--- config.mk ---
export PLATFORM = sky130hd
export DESIGN_NAME = vga_fb_arbiter
export DESIGN_NICKNAME = d
export VERILOG_FILES = /design/src/rtl/vga_fb_arbiter.sv
export SDC_FILE = /design/constraint.sdc
export NUM_CORES = 1
export LEC_CHECK = 0
export CAP_MARGIN = 20
export CORE_UTILIZATION = 52
export CTS_CLUSTER_SIZE = 40
export DETAILED_ROUTE_END_ITERATION = 8
export GPL_TIMING_DRIVEN = 0
export PLACE_DENSITY = 0.86
export SLEW_MARGIN = 30
export SYNTH_ARGS = -nofsm -noshare
export SYNTH_HDL_FRONTEND = slang
export SYNTH_SLANG_ARGS = --single-unit
--- constraint.sdc ---
create_clock -name in_clock_50MHz -period 2.95 [get_ports in_clock_50MHz]
set_input_delay 0.4425 -clock in_clock_50MHz [delete_from_list [all_inputs] [get_ports in_clock_50MHz]]
set_output_delay 0.4425 -clock in_clock_50MHz [all_outputs]
set_load 0.01 [all_outputs]
--- src/rtl/vga_fb_arbiter.sv ---
// Framebuffer RAM arbiter: display fetch (absolute priority), CPU write FIFO drain,
// optional clear engine enabled by `define VGA_FB_CLEAR_EN.
module vga_fb_arbiter #(
    parameter int                ADDR_W      = 19,
    parameter int                DATA_W      = 3,
    parameter int                FIFO_DEPTH  = 4,
    parameter int                FB_SIZE     = 307200,
    parameter logic [DATA_W-1:0] CLEAR_COLOR = '0,
    parameter int                LVL_W       = $clog2(FIFO_DEPTH) + 1
) (
    input  logic              in_clock_50MHz,
    input  logic              in_reset_n,
    input  logic              in_disp_req,
    input  logic [ADDR_W-1:0] in_disp_addr,
    output logic [DATA_W-1:0] ou_disp_data,
    output logic              ou_disp_valid,
    input  logic              in_cpu_wr_valid,
    input  logic [ADDR_W-1:0] in_cpu_wr_addr,
    input  logic [DATA_W-1:0] in_cpu_wr_data,
    output logic              ou_cpu_wr_ready,
    output logic [ADDR_W-1:0] ou_mem_addr,
    output logic              ou_mem_we,
    output logic [DATA_W-1:0] ou_mem_wdata,
    input  logic [DATA_W-1:0] in_mem_rdata,
    output logic [LVL_W-1:0]  ou_fifo_level,
    output logic              ou_proto_err,
    input  logic              in_clear,
    output logic              ou_clear_busy
);
    localparam int PTR_W = $clog2(FIFO_DEPTH);

    typedef enum logic [1:0] {G_IDLE, G_DISP, G_CPU, G_CLR} grant_t;

    grant_t              w_grant, r_grant;
    logic [ADDR_W-1:0]   r_fifo_addr [FIFO_DEPTH];
    logic [DATA_W-1:0]   r_fifo_data [FIFO_DEPTH];
    logic [PTR_W-1:0]    r_wptr, r_rptr;
    logic [LVL_W-1:0]    r_count, w_count_nxt;
    logic                r_ready;
    logic                w_push, w_pop;
    logic                r_disp_valid;
    logic                r_proto_err;
    logic [ADDR_W-1:0]   r_mem_addr;
    logic                r_mem_we;
    logic [DATA_W-1:0]   r_mem_wdata;
    logic                w_clear_busy;
    logic [ADDR_W-1:0]   w_clear_ptr;

`ifdef VGA_FB_CLEAR_EN
    logic                r_clear_busy;
    logic [ADDR_W-1:0]   r_clear_ptr;

    // A start request while busy is dropped; busy falls with the last address issue.
    always_ff @(posedge in_clock_50MHz or negedge in_reset_n) begin
        if (!in_reset_n) begin
            r_clear_busy <= 1'b0;
            r_clear_ptr  <= '0;
        end else if (in_clear && !r_clear_busy) begin
            r_clear_busy <= 1'b1;
            r_clear_ptr  <= '0;
        end else if (w_grant == G_CLR) begin
            r_clear_ptr <= r_clear_ptr + 1'b1;
            if (r_clear_ptr == ADDR_W'(FB_SIZE - 1))
                r_clear_busy <= 1'b0;
        end
    end

    assign w_clear_busy = r_clear_busy;
    assign w_clear_ptr  = r_clear_ptr;
`else
    logic w_unused_clear;
    assign w_unused_clear = in_clear;
    assign w_clear_busy   = 1'b0;
    assign w_clear_ptr    = '0;
`endif

    always_comb begin
        w_grant = G_IDLE;
        if (in_disp_req)
            w_grant = G_DISP;
        else if ((r_count != '0) && !w_clear_busy)
            w_grant = G_CPU;
        else if (w_clear_busy)
            w_grant = G_CLR;
    end

    assign w_push = in_cpu_wr_valid && r_ready;
    assign w_pop  = (w_grant == G_CPU);

    always_comb begin
        w_count_nxt = r_count;
        case ({w_push, w_pop})
            2'b10:   w_count_nxt = r_count + 1'b1;
            2'b01:   w_count_nxt = r_count - 1'b1;
            default: w_count_nxt = r_count;
        endcase
    end

    always_ff @(posedge in_clock_50MHz) begin
        if (w_push) begin
            r_fifo_addr[r_wptr] <= in_cpu_wr_addr;
            r_fifo_data[r_wptr] <= in_cpu_wr_data;
        end
    end

    // Ready looks at next occupancy so a push never lands on a full FIFO.
    always_ff @(posedge in_clock_50MHz or negedge in_reset_n) begin
        if (!in_reset_n) begin
            r_wptr  <= '0;
            r_rptr  <= '0;
            r_count <= '0;
            r_ready <= 1'b0;
        end else begin
            if (w_push) r_wptr <= r_wptr + 1'b1;
            if (w_pop)  r_rptr <= r_rptr + 1'b1;
            r_count <= w_count_nxt;
            r_ready <= (w_count_nxt < LVL_W'(FIFO_DEPTH));
        end
    end

    always_ff @(posedge in_clock_50MHz or negedge in_reset_n) begin
        if (!in_reset_n) begin
            r_grant      <= G_IDLE;
            r_disp_valid <= 1'b0;
            r_proto_err  <= 1'b0;
            r_mem_addr   <= '0;
            r_mem_we     <= 1'b0;
            r_mem_wdata  <= '0;
        end else begin
            r_grant      <= w_grant;
            r_disp_valid <= (r_grant == G_DISP);
            if (in_disp_req && (r_grant == G_DISP))
                r_proto_err <= 1'b1;
            case (w_grant)
                G_DISP: begin
                    r_mem_addr <= in_disp_addr;
                    r_mem_we   <= 1'b0;
                end
                G_CPU: begin
                    r_mem_addr  <= r_fifo_addr[r_rptr];
                    r_mem_wdata <= r_fifo_data[r_rptr];
                    r_mem_we    <= 1'b1;
                end
                G_CLR: begin
                    r_mem_addr  <= w_clear_ptr;
                    r_mem_wdata <= CLEAR_COLOR;
                    r_mem_we    <= 1'b1;
                end
                default: r_mem_we <= 1'b0;
            endcase
        end
    end

    // RAM read data is already registered inside the RAM; only gate it to the valid slot.
    assign ou_disp_data    = r_disp_valid ? in_mem_rdata : '0;
    assign ou_disp_valid   = r_disp_valid;
    assign ou_cpu_wr_ready = r_ready;
    assign ou_mem_addr     = r_mem_addr;
    assign ou_mem_we       = r_mem_we;
    assign ou_mem_wdata    = r_mem_wdata;
    assign ou_fifo_level   = r_count;
    assign ou_proto_err    = r_proto_err;
    assign ou_clear_busy   = w_clear_busy;

endmodule

After elaboration in Yosys (flattened, before gate mapping)
Memories as Yosys holds them, arrays and structs flattened. Cells that the tools add are included.

Input bits: 49. Register bits: 35. Memories: 2. Memory bits (writable): 88. Output and inout port bits: 33.

Order comparisons: 1. Equal/unequal tests: 6. Mux-type cells: 9. Reductions and logical operators: 6. Add/sub/neg operators: 4.

Memory list: r_fifo_addr (depth 4, bits a word 19, read ports 1, clocked after memory_dff 0, write ports 1, RTL line 35) `logic [ADDR_W-1:0] r_fifo_addr [FIFO_DEPTH];`; r_fifo_data (depth 4, bits a word 3, read ports 1, clocked after memory_dff 0, write ports 1, RTL line 36) `logic [DATA_W-1:0] r_fifo_data [FIFO_DEPTH];`.

Operator list (number): 19-bit one-hot mux with 3 select lines (1); 3-bit one-hot mux with 2 select lines (2); 2-bit by 1-bit equality test with 1-bit output (second input constant) (3); 2-bit equality test (second input constant) (3); 3-bit nonzero test (2); 2-bit by 1-bit adder with 2-bit output (second input constant) (2); 2-bit 2-to-1 mux (2); 3-bit by 1-bit adder with 3-bit output (second input constant) (1); 3-bit less-than comparator (second input constant) (1); 1-bit 2-to-1 mux (3); 3-bit 2-to-1 mux (1); 3-bit by 1-bit subtractor with 3-bit output (second input constant) (1); 1-bit logical AND (2); 2-bit nonzero test (1); 2-bit OR reduction (1).

Longest topological paths before layout
Word-level depth: 7. Depth in mapped cells: 9.

Least setup slack after synthesis
OpenSTA, ideal clock, no wires.

Kind: register to register. Start: register with a tool-made name. End: register with a tool-made name. Data arrival time: 2.148 ns. Stages on the path, launching flop included: 10. Buffers on the path: 1. Path slack: 0.722 ns. Setup time: 0.080 ns. Data required time: 2.870 ns. Period minus slack after synthesis: 2.228 ns. Cells stage by stage: dfrtp_1 > nor3_1 > or2_1 > buf_4 > inv_1 > ha_1 > fa_1 > xnor2_1 > nor2_1 > xor2_1.

==> flow_metrics.py <==
metrics = {
    "placed_design": {
        "portBuffers": 79,
        "dp.cells": 438,
        "post-place-ws_ns": 0.0848,
        "dp_hpwl_um": 5750,
        "gp_congestion": 0.750,
    },
    "routing": {
        "avgRoutedWirePerCell_um": 20.9,
        "firstDrtPassIters": 6,
        "drt_iter0_drc": 215,
        "drt.antenna.violating_nets": 0,
        "drc": 11,
        "vias": 2674,
        "drt_wl_total_um": 9850,
        "vias_per_cell": 5.68,
    },
    "yosys": {
        "syn_nets": 305,
        "async_flop_share_pct": 27.9,
        "syn_inst": 250,
        "synth_cell_types": 32,
        "ys_ff_latch": 122,
        "avgSynthCellArea_um2": 19.0,
        "syn_area_mm2": 0.00476,
        "synth_warnings": 0,
        "synth_edf_count": 88,
        "synth_ff_type": "edfxtp_1",
        "synth-seq-area-share_pct": 73.4,
    },
    "clock_tree": {
        "clock-sinks": 122,
        "cts_resized": 0,
        "root_buffer": "clkbuf_8",
        "htree_levels": 4,
        "clk_path_buf_depth": 2,
        "numCtsBuffers": 17,
        "cts_tree": "built",
        "clkTransAtPathRegs_ns": 0.06,
        "clk_latency_ns": 0.52,
    },
    "grt": {
        "grt_pass1_vias": 2892,
        "grt_overflow": 0,
        "antenna_found_initial": 0,
        "grt_max_degree": 28,
        "grt_first_pass_wirelength_um": 15700,
        "track_usage_pct": 22.9,
    },
    "timing": {
        "hold_viol": 0,
        "finalSetupViolations": 0,
        "layout_setup_ws_ns": 0.456,
        "fmax_ghz": 0.401,
        "period_minus_slack_ns": 2.49,
        "timing.final.crit_share_pct": 84.5,
        "slew_violations": 0,
        "fin_setup_tns_ns": 0,
        "skew_ns": 0.00857,
        "timing.hold.ws_ns": 0.324,
        "rsz0062_at_grt": "false",
        "relSlewSlack_pct": 53.1,
        "tightest_slew_ns": 0.698,
    },
    "power": {
        "max-vdd-ir-drop_uv": 587,
        "leakage_uw": 0.00233,
        "power_density_mw_per_mm2": 986,
    },
    "setup_path": {
        "crit_path_end_kind": "flip-flop",
        "r2r_cells": 9,
        "start_kind": "flip-flop",
        "arrival_ns": 2.93,
        "critPathKind": "flip-flop to flip-flop",
        "required_ns": 3.39,
        "critPathMaxFanout": 10,
    },
    "layout": {
        "final_common_cell": "edfxtp_1",
        "nets": 405,
        "final_cell_mix": "edfxtp_1, clkdlybuf4s50_1, dfrtp_1",
        "diodes": 0,
        "final_core_util_pct": 71.8,
        "area_delta_synth_final_pct": 32.9,
        "final_layout_size_suffix_gt1_share_pct": 24.2,
        "fin_cells": 471,
    },
    "floorplan": {
        "row_count": 34,
        "fp.coreArea_mm2": 0.00881,
        "ioPinCount": 82,
        "dieArea_mm2": 0.00954,
        "die_w_um": 97.7,
        "die_h_um": 97.7,
        "start_util_pct": 54.0,
    },
    "flow_run": {
        "max-cap-violations": 0,
    },
    "status": {
        "violations": "DRC",
        "outcome": "complete, but fails checks",
    },
    "hold_path": {
        "hold_path_class": "primary input to asynchronous set/reset pin",
    },
}
## synthesized netlist by cell type (all sizes together) (2+ instances only)
master | count | share of area (%)
a22oi | 19 | 3.2
and2 | 3 | 0.39
and3 | 4 | 0.53
buf | 8 | 1.5
clkbuf | 3 | 0.55
dfrtp | 34 | 18
edfxtp | 88 | 56
ha | 5 | 1.3
inv | 23 | 1.8
mux2 | 5 | 1.2
mux4 | 22 | 10
o21ai | 19 | 2.6
xnor2 | 5 | 0.92
xor2 | 2 | 0.37
## power by group
| part | internal [uW] | switching [uW] | leakage [uW] |
|---|---|---|---|
| registers | 2230 | 211 | 0.00120 |
| clock network | 1340 | 758 | 0.000287 |
| logic | 907 | 795 | 0.000845 |
| total | 4470 | 1760 | 0.00233 |
## final cells by class
class | instances | area [um2]
buffer | 11 | 96.3
clock buffer | 19 | 442
clock inverter | 13 | 169
fill | 537 | 2480
inverter | 23 | 86.3
multi-input combinational | 94 | 1090
sequential | 122 | 3490
tap | 108 | 135
timing repair buffer | 81 | 816
## worst paths after layout
check	from	end	slack [ns]
worst max-delay path	flip-flop	flip-flop	0.46
worst min-delay path	in_reset_n	ou_mem_addr[11]	0.32
worst max register to register	flip-flop	flip-flop	0.46
worst min register to register	r_grant[1]	ou_disp_valid	0.44
max in group asynchronous	in_reset_n	ou_mem_wdata[0]	2.21
min in group in_clock_50MHz	r_grant[1]	ou_disp_valid	0.44
## per-layer routing
metal	track usage, %	up-vias	wire length (um)
li1	-	1181	-
met1	27.8	1365	3920
met2	38.4	110	5220
met3	5.61	18	474
met4	11.8	0	239
met5	0	-	0
## stage by stage
stage | area, um2 | total power (uW)
after floorplan | 4760 | 3460
after global placement | 5680 | 4070
after detailed placement | 5700 | 4150
after CTS | 6320 | 6270
after global routing | 6320 | 6490
final | 6320 | 6240
## logic make-up after synthesis
group           count (synthesis)  share of synthesized area (%)
compound gates                 39                           6.00
xor+xnor                        7                           1.29
fa+ha+maj                       6                           1.74
buf+inv                        34                           3.84
flops                         122                           73.4
mux                            27                           11.6
other cells                     1                         0.0788
simple gates                   14                           2.05
## registers in the layout (all words and copies together) (netlist names), named ones only
signal / cells
r_fifo_addr: 76
ou_mem_addr: 19
r_fifo_data: 12
ou_mem_wdata: 3
ou_fifo_level: 2
r_grant: 2
r_rptr: 2
r_wptr: 2
ou_cpu_wr_ready: 1
ou_disp_valid: 1
ou_proto_err: 1
## timing repair
item                                    in CTS  in global routing
hold buffers                                 1                  0
setup buffers                                0                  0
endpoints found under the setup margin       0                  0
hold endpoints to repair                     7                  0
## worst max-delay path: stages, from the launching register on
cell and delay (ns):
dfrtp_1 0.47, nor3_1 0.31, or2_1 0.23, buf_4 0.26
inv_1 0.06, ha_1 0.21, fa_1 0.39, xnor2_1 0.14
nor2_1 0.18, xor2_1 0.16
Power figures use the tool's default switching activity.
